File: config.mk
export PLATFORM = sky130hd
export DESIGN_NAME = boreal_ai_mailbox_flat
export DESIGN_NICKNAME = d
export VERILOG_FILES = /design/src/rtl/boreal_ai_mailbox_if.sv /design/src/rtl/boreal_ai_mailbox.sv /design/src/flat_wrapper.sv
export SDC_FILE = /design/constraint.sdc
export NUM_CORES = 2
export LEC_CHECK = 0
export ABC_AREA = 1
export CELL_PAD_IN_SITES_DETAIL_PLACEMENT = 1
export CELL_PAD_IN_SITES_GLOBAL_PLACEMENT = 2
export CORE_MARGIN = 5
export CORE_UTILIZATION = 36
export CTS_BUF_LIST = sky130_fd_sc_hd__clkbuf_16
export DETAILED_ROUTE_END_ITERATION = 8
export PLACE_DENSITY = 0.84
export RECOVER_POWER = 50
export SYNTH_ARGS = -nofsm -noshare
export SYNTH_HDL_FRONTEND = slang
export SYNTH_SLANG_ARGS = --single-unit
File: constraint.sdc
create_clock -name clk -period 5.4 [get_ports clk]
set_input_delay 1.08 -clock clk [delete_from_list [all_inputs] [get_ports clk]]
set_output_delay 1.08 -clock clk [all_outputs]
set_load 0.02 [all_outputs]
File: src/rtl/boreal_ai_mailbox_if.sv
// MMIO bus between the AI host and the input mailbox.
interface boreal_ai_mailbox_if;
    logic        sel;
    logic        wr;
    logic [31:0] addr;
    logic [31:0] wdata;
    logic [31:0] rdata;
    logic        ack;

    modport master (output sel, wr, addr, wdata, input rdata, ack);
    modport slave  (input sel, wr, addr, wdata, output rdata, ack);
endinterface

File: src/rtl/boreal_ai_mailbox.sv
// Dual-slot host->VM input mailbox: host fills and commits a slot, the VM
// reads it combinationally and acks it free. Committed slots are write-locked.
module boreal_ai_mailbox #(
    parameter int WORDS = 16,
    parameter int SEQ_W = 32,
    parameter int REJ_W = 16
) (
    input  logic                     clk,
    input  logic                     rst_n,
    boreal_ai_mailbox_if.slave       bus,
    input  logic [$clog2(WORDS)-1:0] mb_rd_idx,
    input  logic                     mb_rd_slot,
    output logic [31:0]              mb_rd_data,
    output logic                     mb_slot0_valid,
    output logic                     mb_slot1_valid,
    input  logic                     mb_slot0_ack,
    input  logic                     mb_slot1_ack,
    output logic                     irq_free
);
    localparam int IW = $clog2(WORDS);
    // Data windows start at 0x100; slot1 follows slot0 directly.
    localparam logic [11:0] WIN_LEN = 12'(8 * WORDS);

    logic [1:0][WORDS-1:0][31:0] r_mem;
    logic [1:0]                  r_valid;
    logic [1:0][SEQ_W-1:0]       r_seq;
    logic [REJ_W-1:0]            r_rej;
    logic                        r_stk_w;
    logic                        r_stk_c;
    logic                        r_irq;

    logic [11:0]      w_off;
    logic [11:0]      w_woff;
    logic             w_wr;
    logic             w_ctrl;
    logic             w_flush;
    logic             w_clear;
    logic [1:0]       w_commit;
    logic [1:0]       w_ackv;
    logic [1:0]       w_cok;
    logic [1:0]       w_crej;
    logic             w_in_win;
    logic             w_slot;
    logic [IW-1:0]    w_idx;
    logic             w_dwr;
    logic             w_wrej;
    logic [1:0]       w_nrej;
    logic [REJ_W:0]   w_rej_sum;
    logic [REJ_W-1:0] w_rej_next;
    logic [31:0]      w_rdata;
    logic             w_unused;

    assign w_off    = bus.addr[11:0];
    assign w_woff   = w_off - 12'h100;
    assign w_wr     = bus.sel & bus.wr;
    assign w_ctrl   = w_wr && (w_off == 12'h000);
    assign w_flush  = w_ctrl & bus.wdata[3];
    assign w_clear  = w_ctrl & bus.wdata[2];
    // A flush in the same write swallows any commit bits entirely.
    assign w_commit = (w_ctrl && !w_flush) ? bus.wdata[1:0] : 2'b00;

    assign w_in_win = (w_off >= 12'h100) && (w_woff < WIN_LEN) && (w_off[1:0] == 2'b00);
    assign w_slot   = w_woff[IW+2];
    assign w_idx    = w_woff[IW+1:2];
    assign w_dwr    = w_wr & w_in_win;

    // All lock decisions use the pre-edge valid state, so an ack in the
    // same cycle does not unlock a write or commit to that slot.
    assign w_ackv = {mb_slot1_ack, mb_slot0_ack} & r_valid;
    assign w_wrej = w_dwr & r_valid[w_slot];
    assign w_crej = w_commit & r_valid;
    assign w_cok  = w_commit & ~r_valid;

    assign w_nrej     = {1'b0, w_wrej} + {1'b0, w_crej[0]} + {1'b0, w_crej[1]};
    assign w_rej_sum  = {1'b0, r_rej} + {{(REJ_W-1){1'b0}}, w_nrej};
    assign w_rej_next = w_rej_sum[REJ_W] ? {REJ_W{1'b1}} : w_rej_sum[REJ_W-1:0];

    assign w_unused = &{1'b0, bus.addr[31:12]};

    // Slot storage, valid/lock state, sequence numbers and reject accounting.
    always_ff @(posedge clk) begin
        if (!rst_n) begin
            r_mem   <= '0;
            r_valid <= '0;
            r_seq   <= '0;
            r_rej   <= '0;
            r_stk_w <= 1'b0;
            r_stk_c <= 1'b0;
            r_irq   <= 1'b0;
        end else begin
            if (w_dwr && !r_valid[w_slot])
                r_mem[w_slot][w_idx] <= bus.wdata;
            for (int s = 0; s < 2; s++) begin
                if (w_flush || w_ackv[s])
                    r_valid[s] <= 1'b0;
                else if (w_cok[s])
                    r_valid[s] <= 1'b1;
                if (w_cok[s])
                    r_seq[s] <= r_seq[s] + 1'b1;
            end
            r_irq <= |w_ackv;
            if (w_clear) begin
                r_rej   <= '0;
                r_stk_w <= 1'b0;
                r_stk_c <= 1'b0;
            end else begin
                r_rej <= w_rej_next;
                if (w_wrej)
                    r_stk_w <= 1'b1;
                if (|w_crej)
                    r_stk_c <= 1'b1;
            end
        end
    end

    // Host read mux; unmapped offsets and the write-only CTRL read as 0.
    always_comb begin
        w_rdata = '0;
        if (w_in_win) begin
            w_rdata = r_mem[w_slot][w_idx];
        end else begin
            case (w_off)
                12'h004: w_rdata = {28'b0, r_stk_c, r_stk_w, r_valid};
                12'h008: w_rdata = 32'(r_seq[0]);
                12'h00C: w_rdata = 32'(r_seq[1]);
                12'h010: w_rdata = 32'(r_rej);
                default: w_rdata = '0;
            endcase
        end
    end

    assign bus.rdata      = w_rdata;
    assign bus.ack        = bus.sel;
    assign mb_rd_data     = r_mem[mb_rd_slot][mb_rd_idx];
    assign mb_slot0_valid = r_valid[0];
    assign mb_slot1_valid = r_valid[1];
    assign irq_free       = r_irq;
endmodule

File: src/flat_wrapper.sv
// flat-port wrapper written by rule: the top's interface ports become plain ports
module boreal_ai_mailbox_flat 
#(
    parameter int WORDS = 16,
    parameter int SEQ_W = 32,
    parameter int REJ_W = 16
)
  (clk, rst_n, mb_rd_idx, mb_rd_slot, mb_rd_data, mb_slot0_valid, mb_slot1_valid, mb_slot0_ack, mb_slot1_ack, irq_free, bus_sel, bus_wr, bus_addr, bus_wdata, bus_rdata, bus_ack);
  boreal_ai_mailbox_if bus_i ();
  input  logic clk;
  input  logic rst_n;
  input  logic [$clog2(WORDS)-1:0] mb_rd_idx;
  input  logic mb_rd_slot;
  output logic [31:0] mb_rd_data;
  output logic mb_slot0_valid;
  output logic mb_slot1_valid;
  input  logic mb_slot0_ack;
  input  logic mb_slot1_ack;
  output logic irq_free;
  input wire logic [$bits(bus_i.sel)-1:0] bus_sel;
  input wire logic [$bits(bus_i.wr)-1:0] bus_wr;
  input wire logic [$bits(bus_i.addr)-1:0] bus_addr;
  input wire logic [$bits(bus_i.wdata)-1:0] bus_wdata;
  output wire logic [$bits(bus_i.rdata)-1:0] bus_rdata;
  output wire logic [$bits(bus_i.ack)-1:0] bus_ack;
  assign bus_i.sel = bus_sel;
  assign bus_i.wr = bus_wr;
  assign bus_i.addr = bus_addr;
  assign bus_i.wdata = bus_wdata;
  assign bus_rdata = bus_i.rdata;
  assign bus_ack = bus_i.ack;
  boreal_ai_mailbox #(.WORDS(WORDS), .SEQ_W(SEQ_W), .REJ_W(REJ_W)) u_core (.clk(clk), .rst_n(rst_n), .bus(bus_i), .mb_rd_idx(mb_rd_idx), .mb_rd_slot(mb_rd_slot), .mb_rd_data(mb_rd_data), .mb_slot0_valid(mb_slot0_valid), .mb_slot1_valid(mb_slot1_valid), .mb_slot0_ack(mb_slot0_ack), .mb_slot1_ack(mb_slot1_ack), .irq_free(irq_free));
endmodule
==> results.md <==
* NumNets Final at around 11000
* Register-to-Register Setup Slack at between 2 and 2.5 ns
* Filler cell count at 24700
* FF-to-FF End: u_core.r_mem[594]
* Period Utilization, post-route at 96.2%
* Initial Util at 36.1%
* Tmin final at between 5 and 6 ns
* Post-Route Setup TNS at 0 ns
* Crit-path max FO at 28
* Crit path DAT at 4.11 ns
* First-pass GRT wire length at 452 mm
* Post-synth EDFFs at 0
* Ports at 143
* Worst Path Required at 4.32 ns
* Register area share after synthesis at 33.6%
* Worst reg-to-reg path cell count at 7
* Most frequent cells in the layout: nand2_1, nor2_1, inv_1
* Multi-input logic area at 35700 µm²
* PD cells at 263 nW/µm²
* Global-route congestion overflow total at 0
* FF+latch area at ~22000 µm²
* Bufs on Longest Clock Path at 3
* Worst VDD drop at 267 µV
* Worst path buffer plus inverter count at 5
* Buffers on Ports at about 120
* Routed WL at 300 mm
* HPWL after detailed placement at 181 mm
* # Post-CTS Setup Buffers at 0
* Cell chain of the critical path: dlygate4sd3_1, buf_4, nand2_2, inv_6, buf_12, o211ai_1, nand2_1, nor2_1, nor2_1, nor2_1, nand2_1, nand2_1, nand2_1, clkdlybuf4s50_1
* Worst Hold Launch: u_core.r_stk_w
* Avg Cell Area, Syn at 5.71 µm²
* Area growth syn-to-layout at 12.0%
* Final ANT Viol Nets at 0
* Die Ht at approximately 440 µm
* RSZ-0062 raised after global routing: false
* Actual slew at the worst max-slew pin at between 2 and 2.5 ns
* H-tree depth at 4
* Layout cell share with drive strength beyond 1 at 4.62%
* Initial drt markers at 5120
* Static Leak at slightly below 40 nW
* RD Place Congestion at 0.855
* Post-CTS Hold Fix Bufs at 0
* DR vias/cell at 5.32
* Mapped Area at around 66000 µm²
* Hold Violations, Final at 0
* Crit path kind: input port to primary output
* Clock Latency Late Sink at 0.79 ns
* Pin count of the biggest net entering global routing at ~200
* Dominant synthesized flop cell: dfxtp_1
* Unique cell type count in the Yosys netlist at 36
* CP endpoint kind: primary output
* Final setup vio count at 0
* Rows at 157
* Synth warn at 0
* Final Max Tran Viols at 949
* Die Footprint at roughly 190000 µm²
* Syn Inst Count at 11600
* Vias in the first global route at 74000
* Slowest CP cell: clkdlybuf4s50_1
* CTS clk-pin slew, worst paths at 0.05 ns
* Crit path top cell by count: nand2_1
* Wire length per cell at 21.8 µm
* Startpoint types: input port
* Total number of vias at 73200
* Post-Syn Nets at 11600
* Pre-antenna DRT Iters at 6
* Worst r2r src: u_core.r_valid[1]
* Max Clock Freq at roughly 190 MHz
* CP max stage delay at 0.61 ns
* Core area at 183000 µm²
* GRT Util Overall at a little under a third
* Worst rel slew slack at -53.8%
* Root Driver: clkbuf_16
* Hold Crit Depth at 2
* Yosys reg bits at ~1100
* Max_cap viols at 27
* CTS Sinks at 1109
* CTS Buf Count at 143
* Crit path depth at 14
* Most common cell after layout, fill and taps aside: nand2_1
* Util after Layout at 40.5%
* Post-synth ARST share at 0%
* Failing checks: max-capacitance violations, max-slew violations
* Top delay family on crit path: buffers and inverters
* Initial antenna violation count at 9
* Skew final at 0.0183 ns
* Post-route DRC violation count at 0
* Status: finished with violations
* Die Span X at around 440 µm
* Min-Delay Path Class: flip-flop to flip-flop
* Worst hold path endpoint: u_core.r_stk_w
* CTS tree: done
* Cts repair resizes at 0
how the worst max path moves through the flow:
stage,from,end,slack (ns)
after CTS,bus_addr[3],bus_rdata[8],0.09
after global routing,bus_addr[2],bus_rdata[6],0.1
after detailed placement,bus_addr[3],bus_rdata[8],0.1
final,bus_addr[2],bus_rdata[0],0.21
after floorplan,bus_addr[6],u_core.r_rej[11],1.43
after global placement,bus_addr[3],bus_rdata[8],0.1
registers in the layout (all words and copies together) (netlist names):
register and cells:
u_core.r_rej 16, u_core.r_valid 2, u_core.r_seq 64, u_core.irq_free 1, u_core.r_stk_w 1, u_core.r_stk_c 1
u_core.r_mem 1024
power by group:
part / switching, mW / internal (mW)
Sequential: 0.000366 / 8.18
Clock: 3.97 / 5.18
Combinational: 1.52 / 0.569
synth_stat cells, types with 3 or more instances:
| master | n | area share (%) |
|---|---|---|
| a21oi_1 | 628 | 4.8 |
| a31oi_1 | 3 | 0.028 |
| and2_1 | 32 | 0.30 |
| buf_1 | 143 | 0.81 |
| buf_2 | 218 | 1.7 |
| buf_4 | 9 | 0.10 |
| buf_6 | 4 | 0.068 |
| clkbuf_1 | 476 | 2.7 |
| dfxtp_1 | 1109 | 34 |
| ha_1 | 4 | 0.076 |
| inv_1 | 1131 | 6.4 |
| inv_2 | 11 | 0.063 |
| nand2_1 | 3723 | 21 |
| nand3_1 | 756 | 5.7 |
| nand3_2 | 4 | 0.061 |
| nand3_4 | 29 | 0.77 |
| nand3b_1 | 12 | 0.14 |
| nand4_1 | 42 | 0.40 |
| nor2_1 | 2383 | 14 |
| nor2_2 | 10 | 0.095 |
| nor2_4 | 4 | 0.068 |
| nor2_8 | 3 | 0.091 |
| nor3_1 | 5 | 0.038 |
| o211ai_1 | 185 | 2.1 |
| o21ai_0 | 584 | 4.4 |
| o21ai_1 | 6 | 0.046 |
| o22ai_1 | 13 | 0.12 |
| xnor2_1 | 12 | 0.16 |
| xor2_1 | 18 | 0.24 |
kinds of logic (layout without fill, tap and decap cells):
logic type | count (synthesis) | after routing | synth area share (%)
AOI/OAI and AO/OA | 1420 | 1420 | 11.5
xor gates and xnor gates | 30 | 30 | 0.398
adders and majority gates | 6 | 6 | 0.137
buffers and inverters | 1996 | 1807 | 11.9
DFF | 1109 | 1109 | 33.6
other | 0 | 6 | 0
and+or+nand+nor | 7005 | 7005 | 42.4
layer usage:
metal	track usage [%]	routed length [µm]	up-vias	part of all wire [%]
li1	-	-	34900	-
met1	38.7	133000	36000	44
met2	52.4	140000	1783	47
met3	3.40	14500	500	4.8
met4	11.8	12500	4	4.2
met5	0	26	-	0.0087
metrics by stage:
| step | setup slack [ns] | power [mW] | hold slack [ns] | instance area (µm²) | instances |
|---|---|---|---|---|---|
| 6_report | 0.206 | 19.4 | 0.469 | 73900 | 13800 |
| 5_1_grt | 0.0958 | 20.1 | 0.490 | 73900 | 13800 |
| 4_1_cts | 0.0859 | 19.6 | 0.469 | 74400 | 13800 |
| 3_5_place_dp | 0.0979 | 10.4 | 0.462 | 70100 | 13500 |
| 3_3_place_gp | 0.0986 | 10.4 | 0.456 | 70100 | 13500 |
| 2_1_floorplan | 1.43 | 9.51 | 0.436 | 66000 | 11600 |
worst min-delay path: cells and delay by family (launching register included):
| family | cells | cell delay (ns) |
|---|---|---|
| compound gates | 1 | 0.06 |
| buf+inv | 1 | 0.06 |
| flops | 1 | 0.29 |
layout make-up:
cell class,instances,share of cell area [%]
Multi-Input combinational cell,8461,48.3
Sequential cell,1109,30.0
Timing Repair Buffer,415,5.98
Inverter,1145,5.86
Clock buffer,151,5.11
Tap cell,2385,4.04
Clock inverter,96,0.701
Antenna cell,6,0.0203
Note: power is estimated with default switching activity, not from simulation.
